--- src/rtl/lsu_mem_stage.sv ---
// Load/store memory stage: issues one data-memory access per instruction and produces a one-cycle writeback pulse.
// Optional macro LSU_MISALIGN_TRAP_EN turns misaligned half/word accesses into a misalign completion without a bus request.
module lsu_mem_stage (
  input  logic        clk,
  input  logic        rst,
  input  logic        ex_valid_i,
  output logic        ex_ready_o,
  input  logic [7:0]  load_store_info_i,
  input  logic [31:0] mem_addr_i,
  input  logic [31:0] alu_result_i,
  input  logic [31:0] store_data_i,
  input  logic [4:0]  rd_i,
  output logic        dmem_req_o,
  input  logic        dmem_gnt_i,
  output logic        dmem_we_o,
  output logic [31:0] dmem_addr_o,
  output logic [31:0] dmem_wdata_o,
  output logic [3:0]  dmem_wstrb_o,
  input  logic        dmem_rvalid_i,
  input  logic [31:0] dmem_rdata_i,
  output logic        wb_valid_o,
  output logic        wb_we_o,
  output logic [4:0]  wb_rd_o,
  output logic [31:0] wb_data_o,
  output logic        misalign_o
);

  typedef enum logic [1:0] {S_IDLE, S_REQ, S_RESP} state_e;

  state_e      state_q, state_d;
  logic [31:0] addr_q, addr_d;
  logic [1:0]  off_q, off_d;
  logic [7:0]  info_q, info_d;
  logic [4:0]  rd_q, rd_d;
  logic        we_q, we_d;
  logic [31:0] wdata_q, wdata_d;
  logic [3:0]  wstrb_q, wstrb_d;
  logic        wb_valid_q, wb_valid_d;
  logic        wb_we_q, wb_we_d;
  logic [4:0]  wb_rd_q, wb_rd_d;
  logic [31:0] wb_data_q, wb_data_d;
  logic        misalign_q, misalign_d;

  logic        mis_acc;
  logic [7:0]  byte_v;
  logic [15:0] half_v;
  logic [31:0] load_v;

`ifdef LSU_MISALIGN_TRAP_EN
  assign mis_acc = ((load_store_info_i[6] | load_store_info_i[3] | load_store_info_i[1]) & mem_addr_i[0]) |
                   ((load_store_info_i[5] | load_store_info_i[0]) & (mem_addr_i[1:0] != 2'b00));
`else
  assign mis_acc = 1'b0;
`endif

  assign ex_ready_o   = (state_q == S_IDLE) && !rst;
  assign dmem_req_o   = (state_q == S_REQ);
  assign dmem_we_o    = we_q;
  assign dmem_addr_o  = addr_q;
  assign dmem_wdata_o = wdata_q;
  assign dmem_wstrb_o = wstrb_q;
  assign wb_valid_o   = wb_valid_q;
  assign wb_we_o      = wb_we_q;
  assign wb_rd_o      = wb_rd_q;
  assign wb_data_o    = wb_data_q;
  assign misalign_o   = misalign_q;

  // Byte lane selected by addr[1:0], halfword lane by addr[1] only.
  always_comb begin
    byte_v = 8'(dmem_rdata_i >> {off_q, 3'b000});
    half_v = 16'(dmem_rdata_i >> {off_q[1], 4'b0000});
    if (info_q[7])      load_v = {{24{byte_v[7]}}, byte_v};
    else if (info_q[6]) load_v = {{16{half_v[15]}}, half_v};
    else if (info_q[4]) load_v = {24'h0, byte_v};
    else if (info_q[3]) load_v = {16'h0, half_v};
    else                load_v = dmem_rdata_i;
  end

  always_comb begin
    state_d    = state_q;
    addr_d     = addr_q;
    off_d      = off_q;
    info_d     = info_q;
    rd_d       = rd_q;
    we_d       = we_q;
    wdata_d    = wdata_q;
    wstrb_d    = wstrb_q;
    wb_valid_d = 1'b0;
    wb_we_d    = wb_we_q;
    wb_rd_d    = wb_rd_q;
    wb_data_d  = wb_data_q;
    misalign_d = 1'b0;
    unique case (state_q)
      S_IDLE: begin
        if (ex_valid_i) begin
          if (load_store_info_i == 8'h00) begin
            wb_valid_d = 1'b1;
            wb_we_d    = (rd_i != 5'd0);
            wb_rd_d    = rd_i;
            wb_data_d  = alu_result_i;
          end else if (mis_acc) begin
            wb_valid_d = 1'b1;
            wb_we_d    = 1'b0;
            wb_rd_d    = rd_i;
            wb_data_d  = mem_addr_i;
            misalign_d = 1'b1;
          end else begin
            state_d = S_REQ;
            addr_d  = {mem_addr_i[31:2], 2'b00};
            off_d   = mem_addr_i[1:0];
            info_d  = load_store_info_i;
            rd_d    = rd_i;
            we_d    = |load_store_info_i[2:0];
            wdata_d = '0;
            wstrb_d = '0;
            if (load_store_info_i[2]) begin
              wdata_d = {4{store_data_i[7:0]}};
              wstrb_d = 4'b0001 << mem_addr_i[1:0];
            end else if (load_store_info_i[1]) begin
              wdata_d = {2{store_data_i[15:0]}};
              wstrb_d = 4'b0011 << {mem_addr_i[1], 1'b0};
            end else if (load_store_info_i[0]) begin
              wdata_d = store_data_i;
              wstrb_d = 4'b1111;
            end
          end
        end
      end
      S_REQ: begin
        if (dmem_gnt_i) begin
          if (we_q) begin
            state_d    = S_IDLE;
            wb_valid_d = 1'b1;
            wb_we_d    = 1'b0;
            wb_rd_d    = rd_q;
            wb_data_d  = '0;
          end else begin
            state_d = S_RESP;
          end
        end
      end
      S_RESP: begin
        if (dmem_rvalid_i) begin
          state_d    = S_IDLE;
          wb_valid_d = 1'b1;
          wb_we_d    = (rd_q != 5'd0);
          wb_rd_d    = rd_q;
          wb_data_d  = load_v;
        end
      end
      default: state_d = S_IDLE;
    endcase
  end

  always_ff @(posedge clk) begin
    if (rst) begin
      state_q    <= S_IDLE;
      addr_q     <= '0;
      off_q      <= '0;
      info_q     <= '0;
      rd_q       <= '0;
      we_q       <= 1'b0;
      wdata_q    <= '0;
      wstrb_q    <= '0;
      wb_valid_q <= 1'b0;
      wb_we_q    <= 1'b0;
      wb_rd_q    <= '0;
      wb_data_q  <= '0;
      misalign_q <= 1'b0;
    end else begin
      state_q    <= state_d;
      addr_q     <= addr_d;
      off_q      <= off_d;
      info_q     <= info_d;
      rd_q       <= rd_d;
      we_q       <= we_d;
      wdata_q    <= wdata_d;
      wstrb_q    <= wstrb_d;
      wb_valid_q <= wb_valid_d;
      wb_we_q    <= wb_we_d;
      wb_rd_q    <= wb_rd_d;
      wb_data_q  <= wb_data_d;
      misalign_q <= misalign_d;
    end
  end

endmodule

--- config.mk ---
export PLATFORM = sky130hd
export DESIGN_NAME = lsu_mem_stage
export DESIGN_NICKNAME = d
export VERILOG_FILES = /design/src/rtl/lsu_mem_stage.sv
export SDC_FILE = /design/constraint.sdc
export NUM_CORES = 1
export LEC_CHECK = 0
export ABC_AREA = 0
export BUFFER_PORTS_ARGS = -buffer_cell sky130_fd_sc_hd__buf_4
export CAP_MARGIN = 20
export CORE_MARGIN = 1
export CORE_UTILIZATION = 43
export CTS_CLUSTER_DIAMETER = 50
export DETAILED_ROUTE_END_ITERATION = 10
export PLACE_DENSITY_LB_ADDON = 0.25
export REMOVE_ABC_BUFFERS = 1
export SYNTH_ARGS = -nofsm -noshare
export SYNTH_HDL_FRONTEND = slang
export SYNTH_SLANG_ARGS = --single-unit
--- constraint.sdc ---
create_clock -name clk -period 1.82 [get_ports clk]
set_input_delay 0.273 -clock clk [delete_from_list [all_inputs] [get_ports clk]]
set_output_delay 0.273 -clock clk [all_outputs]
set_load 0.01 [all_outputs]
==> qor.csv <==
stage,metric,value,unit
status,status,"complete, but fails checks",
status,failing checks,negative setup slack,
global_routing,first-pass GRT wire length,32500,um
place,Final GP Congestion,0.841,
worst_setup_path,Buf/Inv on CP,2,
cells_and_area,number of fill cells,1079,
clock_network,clk_lat worst skew,410,ps
clock_network,clock transition at the registers of the reported paths,50,ps
global_routing,initial antenna violation count,0,
global_routing,layer with the highest usage,met2,
logic_synthesis,post-synth top area share,41.1,%
logic_synthesis,Synth Area in Compound Gates,28.1,%
worst_setup_path,CP max stage cell,mux4_2,
logic_synthesis,Synth Instances,693,
timing,final hold vios,0,
timing,Final Critical Period,1930,ps
route,DRT Wirelength,20700,um
clock_network,CTS Buf Count,17,
clock_network,H-tree levels,4,
global_routing,GRT Residual Overflow,0,
place,Post-DP HPWL,14700,um
clock_network,Clock Sinks,119,
clock_network,CTS root buf,clkbuf_16,
logic_synthesis,"top cells by count, synth","119 x dfxtp_1, 114 x nand2_1, 75 x a21oi_1",
logic_synthesis,post-synth top area cell,dfxtp_1,
worst_hold_path,hold crit path type,in -> reg,
cells_and_area,final instance area,9140,um2
power,Reg power frac,34.7,%
route,DR iter-0 viols,485,
cells_and_area,Final nets,1130,
logic_synthesis,proportion of synthesized area in mux cells,6.48,%
worst_setup_path,Arrival @ worst endpoint,2210,ps
worst_setup_path,CP peak stage delay,530,ps
power,Sw Pwr,2630,uW
clock_network,CTS tree,done,
global_routing,number of global-route vias before repair,6326,
route,Post-DRT Antenna Nets,0,
cells_and_area,Ant. Diodes,0,
power,Int Pwr,6220,uW
logic_synthesis,largest family of logic cells by synthesized area,compound AO/OA/AOI/OAI gates,
logic_synthesis,most common cell in the synthesized netlist,dfxtp_1,
flow_run,Max-cap violations,0,
logic_synthesis,Post-Synth XOR/XNOR Area,0,%
cells_and_area,area growth from synthesis to final layout,57.8,%
power,clock power share,35.5,%
floorplan,Core ar.,13200,um2
global_routing,GR Util met1,35.4,%
timing,Finish-stage setup viols,28,
route,routed len/inst,17.7,um
route,Via Count,6470,
route,drt pass-1 iters,8,
timing,crit share post-route,106,%
timing,RSZ-0062 raised after global routing,true,
logic_synthesis,#FFs+latches synth,119,
global_routing,grt met3 use,10.5,%
clock_network,clock buffer depth,2,
timing,Final Worst Setup Slack,-109,ps
power,switch share,29.7,%
worst_setup_path,Worst path top cell family by delay,multiplexers,
logic_synthesis,asr flop ratio synth,0,%
global_routing,largest net degree at the start of global routing,55,
logic_synthesis,number of library cell types mapped by synthesis,49,
cells_and_area,Final Core Density,69.3,%
worst_setup_path,critical path endpoint category,flop,
floorplan,num ports,257,
timing,Max Slew Vio Count,0,
floorplan,Initial Utilization,43.9,%
power,peak supply drop,0.000618,V
cells_and_area,layout cells sized above 1,42.2,%
floorplan,num rows,42,
power,Comb pwr share,29.8,%
global_routing,total track usage,29.6,%
cells_and_area,area occupied by multi-input gates,3160,um2
timing,max frequency,518,MHz
floorplan,Die X,118,um
route,Remaining DRCs,0,
logic_synthesis,Post-synth EDFFs,0,
logic_synthesis,ys flop type,dfxtp_1,
floorplan,die area,13900,um2
logic_synthesis,top post-synthesis cells by area,"dfxtp_1 41%, nand2_1 7.4%, a21oi_1 6.5%",
worst_setup_path,critical path startpoint category,flop,
place,IO buf count,253,
worst_setup_path,Critical Path RT,2100,ps
timing,Setup Skew,5.05,ps
place,pre-CTS WS,-236,ps
logic_synthesis,synthesized area per cell,8.36,um2
logic_synthesis,Ys Warns,0,
power,Power Total,8850,uW
cells_and_area,Storage cell area,2390,um2
worst_setup_path,crit-path max FO,6,
worst_setup_path,CP Cell Sequence,"mux4_2, and3_4, nor4_4, buf_4, buf_12, a311oi_2",
logic_synthesis,Post-Syn Area,5790,um2
global_routing,met2 Track Usage GR,48.6,%
route,vias per std cell,5.53,
logic_synthesis,Synth Area in Adders,0.864,%
worst_setup_path,kind of critical path,reg -> reg,
power,PwrDens,968,nW/um2
logic_synthesis,"Seq/Total Area, Yosys",41.1,%
logic_synthesis,Simple-Gate Fraction of Synth Area,16.1,%
floorplan,Die Height,118,um
power,Leak,0.00393,uW
place,placed instance area,8320,um2
[what timing repair did]
item	4_1_cts	5_1_grt
hold buffers	0	0
setup buffers	8	2
setup endpoints to repair	39	46
pin swaps	4	16
hold endpoints to repair	0	0
gates resized for setup	23	15
cloned	2	1
[sequential cells by signal (all words and copies together) (netlist names)]
| signal | flops |
|---|---|
| rd_q | 5 |
| dmem_wdata_o | 32 |
| dmem_wstrb_o | 4 |
| wb_valid_o | 1 |
| wb_we_o | 1 |
| state_q | 2 |
| wb_data_o | 32 |
| info_q | 4 |
| off_q | 2 |
| wb_rd_o | 5 |
| dmem_addr_o | 30 |
| dmem_we_o | 1 |
[placed cells by master, fill, tap and decap left out, drive strengths merged, types with 6 or more instances in the layout]
master	synthesis	final
nand3	25	25
o21a	11	11
mux4	8	8
a221oi	22	22
mux2i	6	6
a22oi	6	6
clkbuf	44	24
inv	29	29
a21oi	75	75
dfxtp	119	119
nor3	6	6
o21ai	20	20
nor2	40	40
a221o	8	8
a311oi	14	14
a2bb2oi	15	15
a211oi	24	24
a222oi	8	8
mux2	12	12
buf	25	335
nand2	114	114
a31oi	20	20
nand2b	9	9
[worst paths after layout]
check	from	slack, ps	end	cells past startpoint
worst max-delay path	off_q[1]$_SDFFE_PP0P_	-110	wb_data_o[8]$_SDFFE_PP0P_	6
worst min register to register	dmem_addr_o[3]$_SDFFE_PP0P_	450	dmem_addr_o[3]$_SDFFE_PP0P_	2
worst max register to register	off_q[1]$_SDFFE_PP0P_	-110	wb_data_o[8]$_SDFFE_PP0P_	6
worst min-delay path	mem_addr_i[28]	100	dmem_addr_o[28]$_SDFFE_PP0P_	3
[tightest hold or removal path, delay by kind of cell]
kind                   cells  cell delay, ps
AOI/OAI and AO/OA          1              50
buffers and inverters      1             110
and+or+nand+nor            1              40
[layout make-up]
| cell class | instances | area share (%) |
|---|---|---|
| repair buffers | 335 | 29.7 |
| inverters | 29 | 1.19 |
| clock inverters | 8 | 0.794 |
| well taps | 176 | 2.41 |
| clock buffers | 24 | 5.27 |
| multi-input cells | 478 | 34.5 |
| flip-flops and latches | 119 | 26.1 |
[power by group through the flow]
stage | sequential (uW) | clock (uW) | combinational (uW)
6_report | 3070 | 3140 | 2630
5_1_grt | 3100 | 3320 | 2830
4_1_cts | 3070 | 3190 | 2590
3_5_place_dp | 3120 | 0 | 2460
3_3_place_gp | 3110 | 0 | 2420
2_1_floorplan | 3230 | 0 | 958
[cell families after synthesis]
| group | count (synthesis) |
|---|---|
| compound gates | 233 |
| fa+ha+maj | 4 |
| simple gates | 212 |
| other cells | 1 |
| mux | 26 |
| buf+inv | 98 |
| flops | 119 |
[through the flow]
step                std cells  TNS (ps)  hold slack [ps]
floorplan                 626   -149960              342
global placement         1125    -14040              443
detailed placement       1125    -16640              447
CTS                      1167      -902             86.3
global route             1169     -3140             91.5
finish                   1169     -1330              103
[per-layer routing]
metal / routed length (um) / share of wire [%] / vias to the layer above
met4: 449 / 2.2 / 0
met1: 8280 / 40 / 3054
li1: - / - / 3091
met5: 0 / 0 / -
met2: 10100 / 49 / 294
met3: 1870 / 9.0 / 31
Power figures use the tool's default switching activity.
